==> src/rtl/stage_1_pkg.sv <==
// Shared types and widths for the two-stage read-only cache front end.
package stage_1_pkg;

   localparam int unsigned WAYS   = 4;
   localparam int unsigned SETS   = 16;
   localparam int unsigned LINE_W = 256;
   localparam int unsigned ADDR_W = 32;
   localparam int unsigned MASK_W = 4;
   localparam int unsigned TAG_W  = 24;
   localparam int unsigned SET_W  = $clog2(SETS);
   localparam int unsigned OFF_W  = 5;
   localparam int unsigned LRU_W  = WAYS - 1;
   localparam int unsigned WAY_W  = $clog2(WAYS);

   typedef struct packed {
      logic [ADDR_W-1:0] addr;
      logic [TAG_W-1:0]  tag;
      logic [SET_W-1:0]  set;
      logic [OFF_W-1:0]  offset;
      logic [MASK_W-1:0] rmask;
   } stage_reg_t;

   typedef enum logic [1:0] {LOOKUP, MISS, REPLAY, WAIT} state_t;

   // Split a byte address into the fields stage_2 compares against
   function automatic stage_reg_t decode_req(input logic [ADDR_W-1:0] addr,
                                             input logic [MASK_W-1:0] rmask);
      stage_reg_t r;
      r.addr   = addr;
      r.tag    = TAG_W'(addr[ADDR_W-1:OFF_W+SET_W]);
      r.set    = addr[OFF_W+SET_W-1:OFF_W];
      r.offset = addr[OFF_W-1:0];
      r.rmask  = rmask;
      return r;
   endfunction

endpackage

==> src/rtl/stage_1_if.sv <==
// Request, refill and SRAM-port bundle between stage_1 and its neighbours.
interface stage_1_if;
   import stage_1_pkg::*;

   logic [ADDR_W-1:0] ufp_addr;
   logic [MASK_W-1:0] ufp_rmask;
   logic              halt;
   logic [LRU_W-1:0]  lru_read;
   logic [LINE_W-1:0] dfp_rdata;
   logic              dfp_resp;
   stage_reg_t        stage_reg;
   logic              dfp_resp_reg;
   logic              arr_csb;
   logic [SET_W-1:0]  arr_addr;
   logic [WAYS-1:0]   arr_web;
   logic [LINE_W-1:0] data_din;
   logic [TAG_W-1:0]  tag_din;
   logic              valid_din;

   modport slave (
      input  ufp_addr, ufp_rmask, halt, lru_read, dfp_rdata, dfp_resp,
      output stage_reg, dfp_resp_reg, arr_csb, arr_addr, arr_web,
             data_din, tag_din, valid_din
   );

   modport master (
      output ufp_addr, ufp_rmask, halt, lru_read, dfp_rdata, dfp_resp,
      input  stage_reg, dfp_resp_reg, arr_csb, arr_addr, arr_web,
             data_din, tag_din, valid_din
   );

endinterface

==> src/rtl/stage_1_plru_victim.sv <==
// Tree-PLRU victim select: bit 0 picks the half, bits 1/2 pick the way within it.
module plru_victim
   import stage_1_pkg::*;
(
   input  logic [LRU_W-1:0] lru,
   output logic [WAY_W-1:0] way_c
);

   always_comb begin
      way_c = lru[0] ? {1'b1, lru[2]} : {1'b0, lru[1]};
   end

endmodule

==> src/rtl/stage_1.sv <==
// Cache front stage: request capture, SRAM read issue, and refill/replay on stage_2 miss.
module stage_1
   import stage_1_pkg::*;
(
   input  logic     clk,
   input  logic     rst,
   stage_1_if.slave bus
);

   state_t            state_q, state_d;
   stage_reg_t        stage_q, stage_d;
   logic              resp_q, resp_d;
   logic              capture;
   logic [WAY_W-1:0]  victim;

   logic              csb_c;
   logic [SET_W-1:0]  addr_c;
   logic [WAYS-1:0]   web_c;
   logic [LINE_W-1:0] data_c;
   logic [TAG_W-1:0]  tag_c;
   logic              valid_c;

   plru_victim u_plru (
      .lru   (bus.lru_read),
      .way_c (victim)
   );

   always_ff @(posedge clk or posedge rst) begin
      if (rst) begin
         state_q <= LOOKUP;
         stage_q <= '0;
         resp_q  <= 1'b0;
      end else begin
         state_q <= state_d;
         stage_q <= stage_d;
         resp_q  <= resp_d;
      end
   end

   // SRAM controls are combinational so the read/write lands on the same edge as the capture
   always_comb begin
      state_d = state_q;
      stage_d = stage_q;
      resp_d  = resp_q;
      capture = 1'b0;
      csb_c   = 1'b1;
      addr_c  = '0;
      web_c   = '1;
      data_c  = '0;
      tag_c   = '0;
      valid_c = 1'b0;

      unique case (state_q)
         LOOKUP: begin
            if (bus.halt) state_d = MISS;
            else          capture = 1'b1;
         end
         MISS: begin
            if (bus.dfp_resp) begin
               csb_c         = 1'b0;
               addr_c        = stage_q.set;
               web_c[victim] = 1'b0;
               data_c        = bus.dfp_rdata;
               tag_c         = stage_q.tag;
               valid_c       = 1'b1;
               resp_d        = 1'b1;
               state_d       = REPLAY;
            end
         end
         REPLAY: begin
            csb_c   = 1'b0;
            addr_c  = stage_q.set;
            state_d = WAIT;
         end
         WAIT: begin
            if (!bus.halt) begin
               resp_d  = 1'b0;
               state_d = LOOKUP;
               capture = 1'b1;
            end
         end
      endcase

      if (capture) begin
         stage_d = decode_req(bus.ufp_addr, bus.ufp_rmask);
         if (bus.ufp_rmask != '0) begin
            csb_c  = 1'b0;
            addr_c = bus.ufp_addr[OFF_W+SET_W-1:OFF_W];
         end
      end

      if (rst) begin
         csb_c   = 1'b1;
         addr_c  = '0;
         web_c   = '1;
         data_c  = '0;
         tag_c   = '0;
         valid_c = 1'b0;
      end
   end

   assign bus.stage_reg    = stage_q;
   assign bus.dfp_resp_reg = resp_q;
   assign bus.arr_csb      = csb_c;
   assign bus.arr_addr     = addr_c;
   assign bus.arr_web      = web_c;
   assign bus.data_din     = data_c;
   assign bus.tag_din      = tag_c;
   assign bus.valid_din    = valid_c;

   a_resp_in_miss: assert property (@(posedge clk) disable iff (rst)
      bus.dfp_resp |-> state_q == MISS)
      else $error("stage_1: dfp_resp outside MISS");

   a_no_halt_in_wait: assert property (@(posedge clk) disable iff (rst)
      state_q == WAIT |-> !bus.halt)
      else $error("stage_1: halt still high after replay");

   a_one_way_written: assert property (@(posedge clk) disable iff (rst)
      $onehot0(~bus.arr_web))
      else $error("stage_1: more than one way written");

endmodule

==> src/flat_wrapper.sv <==
// flat-port wrapper written by rule: the top's interface ports become plain ports
module stage_1_flat import stage_1_pkg::*;
  (clk, rst, bus_ufp_addr, bus_ufp_rmask, bus_halt, bus_lru_read, bus_dfp_rdata, bus_dfp_resp, bus_stage_reg, bus_dfp_resp_reg, bus_arr_csb, bus_arr_addr, bus_arr_web, bus_data_din, bus_tag_din, bus_valid_din);
  stage_1_if bus_i ();
  input  logic clk;
  input  logic rst;
  input wire logic [$bits(bus_i.ufp_addr)-1:0] bus_ufp_addr;
  input wire logic [$bits(bus_i.ufp_rmask)-1:0] bus_ufp_rmask;
  input wire logic [$bits(bus_i.halt)-1:0] bus_halt;
  input wire logic [$bits(bus_i.lru_read)-1:0] bus_lru_read;
  input wire logic [$bits(bus_i.dfp_rdata)-1:0] bus_dfp_rdata;
  input wire logic [$bits(bus_i.dfp_resp)-1:0] bus_dfp_resp;
  output wire logic [$bits(bus_i.stage_reg)-1:0] bus_stage_reg;
  output wire logic [$bits(bus_i.dfp_resp_reg)-1:0] bus_dfp_resp_reg;
  output wire logic [$bits(bus_i.arr_csb)-1:0] bus_arr_csb;
  output wire logic [$bits(bus_i.arr_addr)-1:0] bus_arr_addr;
  output wire logic [$bits(bus_i.arr_web)-1:0] bus_arr_web;
  output wire logic [$bits(bus_i.data_din)-1:0] bus_data_din;
  output wire logic [$bits(bus_i.tag_din)-1:0] bus_tag_din;
  output wire logic [$bits(bus_i.valid_din)-1:0] bus_valid_din;
  assign bus_i.ufp_addr = bus_ufp_addr;
  assign bus_i.ufp_rmask = bus_ufp_rmask;
  assign bus_i.halt = bus_halt;
  assign bus_i.lru_read = bus_lru_read;
  assign bus_i.dfp_rdata = bus_dfp_rdata;
  assign bus_i.dfp_resp = bus_dfp_resp;
  assign bus_stage_reg = bus_i.stage_reg;
  assign bus_dfp_resp_reg = bus_i.dfp_resp_reg;
  assign bus_arr_csb = bus_i.arr_csb;
  assign bus_arr_addr = bus_i.arr_addr;
  assign bus_arr_web = bus_i.arr_web;
  assign bus_data_din = bus_i.data_din;
  assign bus_tag_din = bus_i.tag_din;
  assign bus_valid_din = bus_i.valid_din;
  stage_1 u_core (.clk(clk), .rst(rst), .bus(bus_i));
endmodule
==> config.mk <==
export PLATFORM = sky130hd
export DESIGN_NAME = stage_1_flat
export DESIGN_NICKNAME = d
export VERILOG_FILES = /design/src/rtl/stage_1_pkg.sv /design/src/rtl/stage_1_if.sv /design/src/rtl/stage_1_plru_victim.sv /design/src/rtl/stage_1.sv /design/src/flat_wrapper.sv
export SDC_FILE = /design/constraint.sdc
export NUM_CORES = 1
export LEC_CHECK = 0
export CORE_AREA = 2 2 254 256
export CTS_BUF_LIST = sky130_fd_sc_hd__clkbuf_4 sky130_fd_sc_hd__clkbuf_8
export CTS_CLUSTER_DIAMETER = 60
export DETAILED_ROUTE_END_ITERATION = 16
export DIE_AREA = 0 0 256 258
export GPL_TIMING_DRIVEN = 0
export PLACE_DENSITY_LB_ADDON = 0.08
export SKIP_CTS_REPAIR_TIMING = 1
export SLEW_MARGIN = 10
export SYNTH_ARGS = -nofsm -noshare
export SYNTH_HDL_FRONTEND = slang
export SYNTH_SLANG_ARGS = --single-unit
==> constraint.sdc <==
create_clock -name clk -period 3.8 [get_ports clk]
set_input_delay 0.38 -clock clk [delete_from_list [all_inputs] [get_ports clk]]
set_output_delay 0.38 -clock clk [all_outputs]
set_load 0.01 [all_outputs]
==> results of run 1 <==
-- stage by stage --
| stage | util | cells | setup TNS [ns] |
|---|---|---|---|
| after detailed placement | 0.1810 | 1981 | 0 |
| after floorplan | - | 469 | 0 |
| after global placement | 0.1807 | 1980 | 0 |
| final | 0.1826 | 1994 | 0 |
| after CTS | 0.1824 | 1989 | -0.1269 |
| after global routing | 0.1826 | 1993 | 0 |
-- placed cells by master (no fill, tap or decap), types with 2 or more instances in the layout --
master | netlist | layout
a21oi_1 | 4 | 4
and2_1 | 279 | 279
buf_2 | 8 | 8
buf_4 | 34 | 34
clkbuf_2 | 26 | 26
clkbuf_8 | 0 | 5
clkdlybuf4s50_1 | 0 | 656
clkinv_2 | 0 | 3
conb_1 | 1 | 2
dfrtp_1 | 39 | 39
diode_2 | 0 | 5
ha_1 | 7 | 7
inv_1 | 5 | 4
mux2_2 | 37 | 37
mux2i_1 | 3 | 3
nand2_1 | 2 | 2
nand3_1 | 9 | 9
nand3b_1 | 2 | 2
nor2_1 | 3 | 2
o21ai_0 | 3 | 3
-- final timing paths --
path	slack, ns	cells past startpoint	to	startpoint
worst min register to register	0.53	1	u_core.bus.stage_reg[2]$_DFFE_PP0P_	u_core.bus.stage_reg[2]$_DFFE_PP0P_
min in group asynchronous	0.60	2	u_core.bus.stage_reg[4]$_DFFE_PP0P_	rst
worst min-delay path	0.53	1	u_core.bus.stage_reg[2]$_DFFE_PP0P_	u_core.bus.stage_reg[2]$_DFFE_PP0P_
worst max-delay path	0.50	8	bus_data_din[79]	u_core.state_q[1]$_DFFE_PP0P_
worst max register to register	1.72	5	u_core.bus.stage_reg[1]$_DFFE_PP0P_	u_core.state_q[0]$_DFFE_PP0P_
max in group asynchronous	2.69	3	u_core.bus.stage_reg[58]$_DFFE_PP0P_	rst
-- cells by family (layout without fill, tap and decap cells) --
kind of cell,count (synthesis),in the layout,share of synthesized area
AO/OA/AOI/OAI,9,9,0.01360
adder cells (fa/ha/maj),7,7,0.02267
buffers and inverters,74,739,0.1159
flip-flops,39,39,0.2526
multiplexers,40,40,0.1156
other,1,7,0.0009706
AND/OR/NAND/NOR,298,298,0.4786
-- area by class of cell --
class / count / area [sq um]
Clock inverter: 3 / 15.01
Clock buffer: 5 / 68.82
Buffer: 69 / 429.2
Fill cell: 7118 / 52030
Multi-Input combinational cell: 356 / 2446
Antenna cell: 5 / 12.51
Tap cell: 855 / 1070
Timing Repair Buffer: 657 / 6586
Sequential cell: 39 / 975.9
Inverter: 5 / 18.77
-- worst reg2reg max path: stages, from the launching register on --
cell and delay, ns:
dfrtp_1 0.41, inv_1 0.12, ha_1 0.40, nor2_1 0.24
buf_2 0.39, mux2_2 0.39
-- metal layers --
layer	up-vias	part of all wire	wire length (um)
met1	2546	0.33	11410
met5	-	0	0
met2	307	0.57	20030
met4	0	0.018	625
li1	2740	-	-
met3	23	0.085	2981
-- power by group --
group / total [mW] / internal, mW / switching, mW / leakage, nW
Sequential: 0.878 / 0.635 / 0.243 / 0.458
Combinational: 3.17 / 1.95 / 1.23 / 3.87
Clock: 0.313 / 0.126 / 0.187 / 0.0477
==> results.py, run 1 <==
metrics = {
    "clock_network": {
        "clkLatencyLatePin_ns": 0.33,
        "cts_tree": "done",
        "h-tree-depth": 2,
        "clkSlewWorstSetupHoldPaths_ns": 0.10,
        "clock-sinks": 39,
        "root_buffer": "clkbuf_8",
        "clockBufferDepth": 2,
        "numCtsBuffers": 5,
    },
    "floorplan": {
        "die_h_um": 258,
        "die_area_sq_mm": 0.06605,
        "rows": 93,
        "io_pins": 659,
        "start_util": 0.06070,
        "die_x_um": 256,
        "core_sq_mm": 0.06365,
    },
    "sta": {
        "final-max-slew-violation-count": 0,
        "setup_viol": 0,
        "fmax_mhz": 303.1,
        "fin_crit_sh": 0.8683,
        "min_period_ns": 3.300,
        "rsz0062_at_grt": "false",
        "finClkSkew_ns": 0.01441,
        "fin_hold_ws_ns": 0.5272,
        "fin_ws_ns": 0.5004,
        "hold_viol": 0,
    },
    "route": {
        "wire_per_inst_um": 17.57,
        "antenna_violating_nets_post_route": 0,
        "via_per_inst": 2.816,
        "via_count": 5616,
        "drt_pass1_iterations": 4,
        "drtIter0Drc": 123,
        "totalWireLength_um": 35040,
        "drc": 0,
    },
    "final_layout": {
        "fin_nets": 1439,
        "largest_register_ff_count": 36,
        "area_growth_pct": 200.8,
        "drive_gt1_frac": 0.1032,
        "fin_area_sq_mm": 0.01162,
    },
    "worst_setup_path": {
        "startpoint_type": "register",
        "cp_num_buf_inv": 4,
        "critical_path_class": "reg2out",
        "path_delay_family": "buffers and inverters",
        "critical_path.max_fanout": 10,
        "slowest_delay_ns": 0.69,
        "cp.required_ns": 3.42,
        "cp_data_arrival_time_ns": 2.92,
        "endpoint_kind": "output port",
        "worstPathCellList": "inv_1 > ha_1 > nand2_1 > nor2_2 > buf_2 > clkbuf_2 > and2_1 > clkdlybuf4s50_1",
        "cpMaxStageDelayCell": "clkdlybuf4s50_1",
    },
    "power_and_ir_drop": {
        "power_mw": 4.362,
        "leakage_nw": 4.379,
        "power_density_mw_per_mm2": 375.3,
        "peakVddDrop_mv": 0.2672,
    },
    "global_route": {
        "grt-busiest-layer": "met2",
        "grt_pass1_vias": 5962,
        "grt_util_met1": 0.09256,
        "grt_start_max_net_pins": 28,
        "grtUsageTotal": 0.1008,
        "met3_usage": 0.03730,
        "antenna_found_initial": 7,
        "grt_pass1_wl_um": 47710,
        "overflow": 0,
        "grt_util_met2": 0.2047,
    },
    "place": {
        "hpwlAfterDp_um": 31570,
        "gp_congestion": 0.8674,
        "place_worst_setup_slack_ns": 0.05431,
        "placed_area_sq_mm": 0.01152,
        "portBuffers": 656,
    },
    "yosys": {
        "yosysTopAreaCell": "and2_1",
        "yosys-top-cells-count": "279 x and2_1, 39 x dfrtp_1, 37 x mux2_2",
        "synth.cell_area_sq_mm": 0.003864,
        "synth_most_common_cell": "and2_1",
        "synth.avg_cell_area_sq_um": 8.256,
        "yosys_warnings": 0,
        "async_flop_share": 1.000,
        "synth.area.top_cells": "and2_1 45%, dfrtp_1 25%, mux2_2 11%",
        "yosysUniqueCellTypes": 22,
        "synth_top_area_frac": 0.4517,
        "ys_ff_latch": 39,
        "synth_ff_type": "dfrtp_1",
        "synth_edf_count": 0,
        "ys_seq_area_frac": 0.2526,
        "synth_cells": 468,
    },
    "run": {
        "drv_cap": 0,
    },
    "outcome": {
        "status": "finished, final reports clean",
    },
    "worst_hold_path": {
        "hold_class": "reg2reg",
    },
}
Note: power is estimated with default switching activity, not from simulation.
==> run 2, diff against run 1 <==
--- a/config.mk
+++ b/config.mk
@@ -5,15 +5,16 @@
 export SDC_FILE = /design/constraint.sdc
 export NUM_CORES = 1
 export LEC_CHECK = 0
-export CORE_AREA = 2 2 254 256
+export CORE_AREA = 2 2 255 257
 export CTS_BUF_LIST = sky130_fd_sc_hd__clkbuf_4 sky130_fd_sc_hd__clkbuf_8
-export CTS_CLUSTER_DIAMETER = 60
+export CTS_CLUSTER_DIAMETER = 40
 export DETAILED_ROUTE_END_ITERATION = 16
-export DIE_AREA = 0 0 256 258
+export DIE_AREA = 0 0 257 259
 export GPL_TIMING_DRIVEN = 0
 export PLACE_DENSITY_LB_ADDON = 0.08
 export SKIP_CTS_REPAIR_TIMING = 1
 export SLEW_MARGIN = 10
 export SYNTH_ARGS = -nofsm -noshare
 export SYNTH_HDL_FRONTEND = slang
+export SYNTH_HIERARCHICAL = 1
 export SYNTH_SLANG_ARGS = --single-unit
==> run 2 against run 1 <==
Maximum frequency is 2.4% lower. Sequential cell count stayed put. Critical endpoint is now bus_data_din[177]. Sequential share of layout area hardly changed. Non-clock buffer count is 1 higher. Utilization hardly changed. Sequential power is 2.5% lower. Worst hold slack worse by 0.014 ns. First-iteration DRC count is 20% lower. Synthesized area is 0.58% higher.
==> results.py, run 2 <==
metrics = {
    "worst_hold_path": {
        "hold_end": "u_core/bus.stage_reg[3]$_DFFE_PP0P_",
        "whs_path_depth": 1,
        "hp-start": "u_core/bus.stage_reg[3]$_DFFE_PP0P_",
        "hold_class": "reg2reg",
    },
    "yosys": {
        "synthSimpleGateAreaFrac": 0.4778,
        "synthMuxAreaShare": 0.1162,
        "synth_cells": 471,
        "yosysUniqueCellTypes": 24,
        "synth.cell_area_sq_mm": 0.003886,
        "async_flop_share": 1.000,
        "synth_top_family_by_area": "simple AND/OR/NAND/NOR gates",
        "synth_compound_area_frac": 0.01417,
        "synth_edf_count": 0,
        "yosysTopAreaCell": "and2_1",
        "synth.area.top_cells": "and2_1 45%, dfrtp_1 25%, mux2_2 11%",
        "synth_top_area_frac": 0.4491,
        "yosys_warnings": 6,
        "synth.avg_cell_area_sq_um": 8.251,
        "yosys-top-cells-count": "279 x and2_1, 39 x dfrtp_1, 37 x mux2_2",
        "synth_most_common_cell": "and2_1",
        "ys_ff_latch": 39,
        "ys_seq_area_frac": 0.2511,
        "synthAdderAreaFrac": 0.02254,
        "synth_ff_type": "dfrtp_1",
        "synthXorXnorAreaFrac": 0,
    },
    "worst_setup_path": {
        "rr_endpoint": "u_core/bus.stage_reg[65]$_DFFE_PP0P_",
        "critical_path.max_fanout": 10,
        "r2r_cells": 5,
        "endpoint_kind": "output port",
        "cp_data_arrival_time_ns": 3.00,
        "r2r_slack_ns": 1.65,
        "worstPathCellList": "inv_1 > ha_1 > nand2_1 > nor2_4 > buf_2 > clkbuf_2 > and2_1 > clkdlybuf4s50_1",
        "rr_startpoint": "u_core/state_q[1]$_DFFE_PP0P_",
        "startpoint_type": "register",
        "cp.required_ns": 3.42,
        "startpoint": "u_core/state_q[1]$_DFFE_PP0P_",
        "slowest_delay_ns": 0.56,
        "cpMaxStageDelayCell": "clkdlybuf4s50_1",
        "critical_path_class": "reg2out",
    },
    "floorplan": {
        "die_h_um": 259,
        "die_x_um": 257,
        "core_sq_mm": 0.06388,
        "die_area_sq_mm": 0.06656,
        "start_util": 0.06083,
        "io_pins": 659,
        "rows": 93,
    },
    "power_and_ir_drop": {
        "leakage_nw": 4.403,
        "p_int_mw": 2.796,
        "p_comb_frac": 0.717,
        "power_mw": 4.427,
        "switching_power_mw": 1.630,
        "clkPwrFrac": 0.090,
        "p_sw_frac": 0.3683,
        "power_density_mw_per_mm2": 379.0,
        "seqPwrFrac": 0.193,
        "peakVddDrop_mv": 0.2628,
    },
    "sta": {
        "fin_hold_ws_ns": 0.5133,
        "rsz0062_at_grt": "false",
        "fin_crit_sh": 0.8899,
        "min_period_ns": 3.382,
        "worstMarginPinSlew_ns": 0.5314,
        "slew_headroom": 0.6446,
        "fmax_mhz": 295.7,
        "final-max-slew-violation-count": 0,
        "finalSetupTns_ns": 0,
        "setup_viol": 0,
        "hold_viol": 0,
        "finClkSkew_ns": 0.01098,
    },
    "place": {
        "hpwlAfterDp_um": 30360,
        "portBuffers": 656,
        "gp_congestion": 0.8141,
        "placed_area_sq_mm": 0.01155,
    },
    "clock_network": {
        "clock-sinks": 39,
        "clockBufferDepth": 2,
        "clkSlewWorstSetupHoldPaths_ns": 0.09,
        "root_buffer": "clkbuf_8",
        "cts_tree": "done",
        "h-tree-depth": 2,
        "numCtsBuffers": 5,
        "clkLatencyLatePin_ns": 0.33,
    },
    "final_layout": {
        "drive_gt1_frac": 0.1047,
        "largest_register_ff_count": 36,
        "fin_nets": 1442,
        "area_growth_pct": 200.5,
        "most-common-layout-cells": "656 x clkdlybuf4s50_1, 279 x and2_1, 39 x dfrtp_1, 37 x mux2_2, 35 x buf_4",
        "nFillCells": 7134,
        "final_common_cell": "clkdlybuf4s50_1",
        "finalCoreUtilization": 0.1828,
        "fin_area_sq_mm": 0.01168,
    },
    "route": {
        "via_count": 5571,
        "drc": 0,
        "totalWireLength_um": 34050,
        "wire_per_inst_um": 17.07,
        "drtIter0Drc": 98,
        "antenna_violating_nets_post_route": 0,
        "drt_pass1_iterations": 4,
        "via_per_inst": 2.792,
    },
    "global_route": {
        "grtUsageTotal": 0.09542,
        "grt_pass1_vias": 5622,
        "grt_start_max_net_pins": 27,
        "grt_pass1_wl_um": 45660,
        "antenna_found_initial": 10,
        "overflow": 0,
    },
    "outcome": {
        "status": "finished, final reports clean",
    },
    "run": {
        "drv_cap": 0,
    },
}
==> run 2: layer usage <==
metal,wire length (um),up-vias,GRT usage
met3,2841,19,0.03427
met2,19640,280,0.1961
met1,11340,2516,0.09180
li1,-,2750,-
met5,44,-,0
met4,188,6,0.01098
==> run 2: layout make-up <==
type	instances	area [sq um]	area share
Buffer	70	436.7	0.03739
Antenna cell	3	7.507	0.0006428
Tap cell	855	1070	0.09160
Sequential cell	39	975.9	0.08357
Multi-Input combinational cell	358	2466	0.2112
Inverter	5	18.77	0.001607
Timing Repair Buffer	657	6586	0.5640
Clock inverter	2	35.03	0.003000
Clock buffer	6	82.58	0.007071
==> run 2: critical path, delay by kind of cell (launching register included) <==
family,cells,cell delay [ns]
buffers and inverters,4,1.35
AND/OR/NAND/NOR,3,0.68
flip-flops,1,0.45
adder cells (fa/ha/maj),1,0.18
==> run 2: kinds of logic after synthesis <==
group / count (synthesis)
AOI/OAI and AO/OA: 9
adders and majority gates: 7
buffers and inverters: 75
DFF: 39
muxes: 40
other: 1
and+or+nand+nor: 300
==> run 2: worst max-delay path by stage <==
stage,end,slack [ns],depth (start not counted)
2_1_floorplan,bus_arr_addr[0],1.86,6
3_3_place_gp,bus_arr_csb,-0.46,4
5_1_grt,bus_data_din[177],0.11,8
3_5_place_dp,bus_data_din[177],-0.05,7
6_report,bus_data_din[177],0.42,8
4_1_cts,bus_data_din[177],-0.16,8
==> run 2: per-stage QoR <==
| step | worst slack [ns] | std cells |
|---|---|---|
| after CTS | -0.1595 | 1992 |
| after floorplan | 1.860 | 472 |
| after global placement | -0.4570 | 1983 |
| final | 0.4184 | 1995 |
| after detailed placement | -0.04649 | 1984 |
| after global routing | 0.1130 | 1993 |
==> run 2: power by group through the flow <==
stage | sequential, mW | clock, mW | combinational (mW)
after CTS | 0.872 | 0.435 | 3.28
after global routing | 0.907 | 0.445 | 3.42
final | 0.856 | 0.397 | 3.17
after global placement | 0.869 | 0 | 3.29
after floorplan | 0.898 | 0 | 1.24
after detailed placement | 0.874 | 0 | 3.26
